$ cat config.mk
export PLATFORM = sky130hd
export DESIGN_NAME = pipe_hazard_ctrl
export DESIGN_NICKNAME = d
export VERILOG_FILES = /design/src/rtl/pipe_hazard_ctrl.sv
export SDC_FILE = /design/constraint.sdc
export NUM_CORES = 1
export LEC_CHECK = 0
export ABC_CLOCK_PERIOD_IN_PS = 1700
export CORE_MARGIN = 4
export CORE_UTILIZATION = 40
export CTS_CLUSTER_DIAMETER = 60
export DETAILED_ROUTE_END_ITERATION = 10
export PLACE_DENSITY = 0.69
export SKIP_LAST_GASP = 1
export SYNTH_ARGS = -nofsm -noshare
export SYNTH_HDL_FRONTEND = slang
export SYNTH_SLANG_ARGS = --single-unit
$ cat constraint.sdc
create_clock -name clk -period 1.7 [get_ports clk]
set_input_delay 0.34 -clock clk [delete_from_list [all_inputs] [get_ports clk]]
set_output_delay 0.34 -clock clk [all_outputs]
set_load 0.01 [all_outputs]
$ cat src/rtl/pipe_hazard_ctrl.sv
`default_nettype none
// ============================================================================
// Module   : pipe_hazard_ctrl
// Purpose  : 5-stage pipeline hazard controller: operand forwarding, load-use
//            bubbles, data-memory wait freezing, stall counter, timeout halt.
// Revision : 1.0  initial release
// ============================================================================
module pipe_hazard_ctrl #(
    parameter int TIMEOUT = 64,
    parameter int CNT_W   = 16
) (
    input  logic             clk,
    input  logic             rst,
    input  logic [4:0]       rs,
    input  logic [4:0]       rt,
    input  logic             use_rs,
    input  logic             use_rt,
    input  logic             ewreg,
    input  logic             em2reg,
    input  logic [4:0]       edestReg,
    input  logic             mwreg,
    input  logic             mm2reg,
    input  logic             mwmem,
    input  logic [4:0]       mdestReg,
    input  logic             dmem_ack,
    output logic [1:0]       fwda,
    output logic [1:0]       fwdb,
    output logic             pc_en,
    output logic             ifid_en,
    output logic             idex_en,
    output logic             idex_bubble,
    output logic             exmem_en,
    output logic             memwb_bubble,
    output logic             dmem_req,
    output logic [CNT_W-1:0] stall_cnt,
    output logic             err
);

    localparam int                WAIT_W    = $clog2(TIMEOUT + 1);
    localparam logic [WAIT_W-1:0] C_TIMEOUT = WAIT_W'(TIMEOUT);

    typedef enum logic [1:0] {
        S_RUN   = 2'd0,
        S_MWAIT = 2'd1,
        S_HALT  = 2'd2
    } state_t;

    state_t            r_state;
    logic [WAIT_W-1:0] r_wait;
    logic [CNT_W-1:0]  r_cnt;
    logic              r_err;

    logic w_memop;
    logic w_lu;
    logic w_stalled;

    function automatic logic [1:0] fwd_sel(
        input logic [4:0] x,
        input logic       use_x,
        input logic       e_wreg,
        input logic       e_m2reg,
        input logic [4:0] e_dest,
        input logic       m_wreg,
        input logic       m_m2reg,
        input logic [4:0] m_dest
    );
        logic [1:0] sel;
        sel = 2'd0;
        if (use_x && (x != 5'd0)) begin
            if (e_wreg && !e_m2reg && (e_dest == x))
                sel = 2'd1;
            else if (m_wreg && (m_dest == x))
                sel = m_m2reg ? 2'd3 : 2'd2;
        end
        return sel;
    endfunction

    assign w_memop = mwmem | (mwreg & mm2reg);
    assign w_lu    = ewreg & em2reg & (edestReg != 5'd0) &
                     ((use_rs & (edestReg == rs)) | (use_rt & (edestReg == rt)));

    always_comb begin
        fwda         = 2'd0;
        fwdb         = 2'd0;
        pc_en        = 1'b0;
        ifid_en      = 1'b0;
        idex_en      = 1'b0;
        idex_bubble  = 1'b0;
        exmem_en     = 1'b0;
        memwb_bubble = 1'b0;
        dmem_req     = 1'b0;
        if (!rst) begin
            fwda = fwd_sel(rs, use_rs, ewreg, em2reg, edestReg, mwreg, mm2reg, mdestReg);
            fwdb = fwd_sel(rt, use_rt, ewreg, em2reg, edestReg, mwreg, mm2reg, mdestReg);
            case (r_state)
                S_RUN, S_MWAIT: begin
                    dmem_req = (r_state == S_MWAIT) ? 1'b1 : w_memop;
                    // Frozen whenever a memory op is outstanding; freeze beats lu.
                    if ((r_state == S_MWAIT || w_memop) && !dmem_ack) begin
                        memwb_bubble = 1'b1;
                    end else if (w_lu) begin
                        idex_en     = 1'b1;
                        idex_bubble = 1'b1;
                        exmem_en    = 1'b1;
                    end else begin
                        pc_en    = 1'b1;
                        ifid_en  = 1'b1;
                        idex_en  = 1'b1;
                        exmem_en = 1'b1;
                    end
                end
                S_HALT:  memwb_bubble = 1'b1;
                default: memwb_bubble = 1'b1;
            endcase
        end
    end

    assign w_stalled = !pc_en || !exmem_en;

    always_ff @(posedge clk) begin
        if (rst) begin
            r_state <= S_RUN;
            r_wait  <= '0;
            r_cnt   <= '0;
            r_err   <= 1'b0;
        end else begin
            if (w_stalled && (r_cnt != {CNT_W{1'b1}}))
                r_cnt <= r_cnt + 1'b1;
            case (r_state)
                S_RUN: begin
                    if (w_memop && !dmem_ack) begin
                        r_state <= S_MWAIT;
                        r_wait  <= WAIT_W'(1);
                    end
                end
                S_MWAIT: begin
                    // r_wait counts MWAIT cycles including the current one.
                    if (dmem_ack) begin
                        r_state <= S_RUN;
                        r_wait  <= '0;
                    end else if (r_wait == C_TIMEOUT) begin
                        r_state <= S_HALT;
                        r_err   <= 1'b1;
                    end else begin
                        r_wait <= r_wait + 1'b1;
                    end
                end
                S_HALT:  r_state <= S_HALT;
                default: r_state <= S_HALT;
            endcase
        end
    end

    assign stall_cnt = r_cnt;
    assign err       = r_err;

endmodule
`default_nettype wire

Yosys cells after proc, flatten, opt, wreduce, memory -nomap -nowiden. Index checks and enable logic that the tools add are counted.

Register bits after elaboration: 26. Bits in latches: 0. RAM bits: 0. Memory bits (read-only): 0. Bits of input ports: 30. Output and inout port bits: 28. Word-level logic and storage cells: 84. Memories kept: 0.

Add/subtract/negate cells: 2. $mul: 0. Divide/modulo/power cells: 0. Order comparisons: 0. Eq/ne operators: 10. Shift operators: 0. Muxes and demuxes: 34. Bitwise operators: 9. Reductions and logical operators: 25.

Operators with widths (number): $mux W2 (11); $mux W7 (3); $eq A5 B5 Y1 (4); $mux W1 (18); $add A16 B1 Y16 const B (1); $ne A16 B16 Y1 const B (1); $reduce_bool A5 Y1 (3); $pmux W7 S2 (1); $logic_and A1 B1 Y1 (10); $add A7 B1 Y7 const B (1); $eq A7 B7 Y1 const B (1); $and A1 B1 Y1 (6); $reduce_and A3 Y1 (2); $logic_not A1 Y1 (4); $pmux W2 S2 (1); $ne A3 B2 Y1 const B (1); $ne A3 B3 Y1 const B (1); $eq A2 B1 Y1 const B (1); $logic_not A2 Y1 (1); $logic_or A1 B1 Y1 (2); $ne A2 B2 Y1 const B (1); $or A1 B1 Y1 (2); $reduce_and A2 Y1 (1); $reduce_bool A2 Y1 (1); 2 further kinds (2).

Logic depth before layout (Yosys ltp).
Word-level depth: 11. Gate-level depth with buffers: 7. Mapped depth without buffers: 7.

Worst setup path before layout. Ideal clock, no wire load.

Path kind: input-to-output. Start: input edestReg[0]. End: output pc_en. Arrival time: 1652 ps. Required time: 1360 ps. Path slack: -292 ps. Stages: 6. Buffers on the path: 2. Cell sequence: or3_1 o311a_1 buf_2 nor2b_1 nor2_1 buf_4.

Cells in the longest elaborated chain, start to end: 8. Elaborated cells on any way between the ends: 12. Those cells by class: eq/ne: 2; mux: 4; bitwise: 5; reduce/logical: 1.

RTL lines: from (decl) (RTL line 20) `input logic [4:0] edestReg,`; $eq A5 B5 Y1 (RTL line 80) `((use_rs & (edestReg == rs)) | (use_rt & (edestReg == rt)));`; $and A1 B1 Y1 (RTL line 80); $or A1 B1 Y1 (RTL line 80); $and A1 B1 Y1 (*) (RTL line 79) `assign w_lu = ewreg & em2reg & (edestReg != 5'd0) &`; $mux W1 (*) (4 in series); to (decl) (RTL line 28) `output logic pc_en,`.

Mark *: on every way between the ends. The rest lies on a longest branch, timed or not.

Final worst setup path.
Start: input rs[1]. End: output idex_bubble.

Cells in the longest elaborated chain, start to end: 8.

RTL lines: from (decl) (RTL line 14) `input logic [4:0] rs,`; $eq A5 B5 Y1 (RTL line 80); $and A1 B1 Y1 (RTL line 80); $or A1 B1 Y1 (RTL line 80); $and A1 B1 Y1 (RTL line 79); $mux W1 (RTL line 101) `end else if (w_lu) begin`; $mux W1 (RTL line 99) `if ((r_state == S_MWAIT || w_memop) && !dmem_ack) begin`; $mux W1 (RTL line 95) `case (r_state)`; $mux W1 (RTL line 92) `if (!rst) begin`; to (decl) (RTL line 31) `output logic idex_bubble,`.

Every way passes these cells.

==> reports/results.txt <==
Outcome: complete, but fails checks
Failing checks: negative setup slack
Period utilization: 119%
Leading cell types in the layout, fill and taps excluded: buf_4 (72), buf_6 (33), nor2_1 (22)
Clock slew seen by the registers of the worst setup and hold paths: 0.09 ns
Final count of negative-setup-slack endpoints: 30
Worst R2R Setup Slack: -0.19 ns
Distinct cells, synth: 42
Actual slew at the worst max-slew pin: 0.305 ns
Root Buffer: clkbuf_8
Slowest cell on the critical path: o22a_4
WL/cell: 18.6 um
Clk sinks: 26
Layout Cells excl Fill: 468
Relative slew slack: 79.7%
Multi-input combinational cell area: 1990 um^2
Pwr dens: 399 nW/um^2
Asr flop ratio synth: 0%
Worst Path Arrival: 1.68 ns
Global-route wire length before repair: 12700 um
Via density: 5.69
Post-synthesis simple-gate area fraction: 36.0%
Hold Path Cell Cnt: 2
Largest net degree at the start of global routing: 23
Largest family of logic cells by synthesized area: simple AND/OR/NAND/NOR gates
Placed cells: 441
H-tree depth: 1
Synthesized net count: 292
Vias in the first global route: 2688
Fin. max-slew vios: 0
Leading area contributor after synthesis: dfxtp_1
Worst-path fanout max: 3
Sequential area share after synthesis: 25.8%
Sw frac: 31.8%
Max Fclk: 496 MHz
Drt first pass iters: 4
Post-synthesis compound-gate area fraction: 14.1%
Hold Path Class: reg2reg
Synth Area in XOR/XNOR: 8.70%
Syn Area/Cell: 7.78 um^2
Filler cells: 268
Post-synth EDFFs: 0
Yosys Warn Count: 0
Detail Route Antenna Nets: 0
Kind of critical path: in2out
Final wirelength: 8700 um
# diodes: 0
Row count: 25
Most frequent CP cell: buf_6
Hpwl dp: 4850 um
Initial Utilization: 42.1%
Fin worst setup slack: -0.317 ns
Mapped Area: 2010 um^2
Unrepaired setup endpoints after global routing: yes
Adder-cell area share of the yosys netlist: 1.86%
Worst EP required: 1.36 ns
Total number of vias: 2663
Tmin final: 2.02 ns
Lkg Pwr: 1.73 nW
Design Power: 0.00161 W
CTS Hold Bufs: 0
CTS Buf Count: 3
Cells on worst reg2reg path: 7
Residual DRC count: 0
Skew final: 0.0204 ns
Initial antenna violation count: 0
GP Congestion: 0.818
Clk_lat worst skew: 0.29 ns
Worst flop-to-flop path startpoint: stall_cnt[0]
Reg2reg end: stall_cnt[15]
Share of cells above drive strength 1: 56.1%
Maximum VDD drop: 297 uV
IO Count: 58
Core Region: 4790 um^2
Clk pwr share: 23.8%
Gr usage total: 25.2%
CP Capture Type: output port
Initial DRC Count: 162
Commonest non-fill, non-tap cell in the layout: buf_4
Die area: 6240 um^2
Post-synth top area share: 25.8%
Mux cell area share after synthesis: 8.88%
Setup crit start kind: input port
Reported net switching power: 0.000512 W
Final net count: 436
Comb pwr share: 37.0%
Area grow syn2layout: 100%
Ys flop type: dfxtp_1
Internal power: 0.00109 W
Crit path launch: rs[1]
CP Cell Sequence: buf_6, buf_4, xnor2_1, nand3_2, o22a_4, nor2b_4, and2_4, buf_6
Mapped Cells: 259
CTS tree: built
Max-cap viol count: 0
Die H: 79.0 um
Port bufs: 57
Slowest stage delay, CP: 0.29 ns
Max clock buf depth: 2
Total gr overflow: 0
Die Width: 79.0 um
Final hold viol count: 0
Seq pwr share: 39.2%
Yosys reg bits: 26
CP Capture Point: idex_bubble
Register area: 533 um^2
Synth top area cells: dfxtp_1 (26%), mux2_2 (8.4%), nand3_1 (6.2%)
Core Util, Final: 84.2%
-- power by group through the flow --
stage | clock network, W | logic (W) | registers (W)
floorplan | 0 | 0.000170 | 0.000652
global placement | 0 | 0.000425 | 0.000642
detailed placement | 0 | 0.000432 | 0.000642
CTS | 0.000365 | 0.000499 | 0.000632
global route | 0.000408 | 0.000626 | 0.000631
finish | 0.000383 | 0.000594 | 0.000630
-- sequential cells by signal (all words and copies together) (netlist names) --
signal	count
r_wait	7
stall_cnt	16
r_state	2
err	1
-- metrics by stage --
stage / hold slack, ns / setup TNS [ns] / area (um^2) / setup WS, ns
3_3_place_gp: 0.452 / -23.12 / 3230 / -0.947
5_1_grt: 0.522 / -5.58 / 4030 / -0.330
2_1_floorplan: 0.450 / -0.561 / 2130 / -0.159
6_report: 0.493 / -4.54 / 4030 / -0.317
4_1_cts: 0.491 / -2.70 / 3730 / -0.284
3_5_place_dp: 0.470 / -24.19 / 3230 / -0.970
-- layer usage --
| metal | part of all wire [%] | track usage, % | up-vias |
|---|---|---|---|
| li1 | - | - | 1240 |
| met4 | 2.5 | 7.22 | 0 |
| met2 | 52 | 45.5 | 104 |
| met1 | 40 | 30.6 | 1298 |
| met3 | 5.4 | 4.08 | 21 |
| met5 | 0 | 0 | - |
-- cell usage after synthesis (all sizes together) (4+ instances only) --
library cell / n
a21oi: 9
and3: 4
and4: 6
buf: 7
clkbuf: 8
dfxtp: 26
inv: 6
mux2: 15
nand2: 11
nand3: 25
nand4: 13
nor2: 31
nor2b: 19
o21ai: 11
o31ai: 4
o32ai: 5
or3: 4
or4: 5
xnor2: 12
xor2: 8
-- timing repair --
| item | CTS | global route |
|---|---|---|
| endpoints found under the setup margin | 36 | 39 |
| gates resized for setup | 205 | 74 |
| buffers inserted | 15 | 10 |
| pin swaps | 50 | 44 |
| gates cloned | 3 | 0 |
-- layout make-up --
cell class              instances  area share [%]
flip-flops and latches         26            13.2
multi-input cells             212            49.3
well taps                      67            2.08
clock buffers                   3            1.02
repair buffers                154            33.7
inverters                       6           0.621
-- cells by family (layout without fill, tap and decap cells) --
group,after synthesis,in the layout
compound gates,42,42
mux,16,16
fa+ha+maj,3,3
xor+xnor,20,20
flops,26,26
buf+inv,21,163
simple gates,131,131
-- worst min path at each step --
stage,startpoint,endpoint,slack (ns)
2_1_floorplan,r_wait[6],r_wait[6],0.45
3_3_place_gp,err,err,0.45
3_5_place_dp,err,err,0.47
4_1_cts,err,err,0.49
5_1_grt,err,err,0.52
6_report,err,err,0.49
-- critical path: cells and delay by family --
kind,cells,cell delay [ns]
and+or+nand+nor,3,0.47
xor gates and xnor gates,1,0.26
buffers and inverters,3,0.31
AOI/OAI and AO/OA,1,0.29
(Power assumes the default switching activity.)
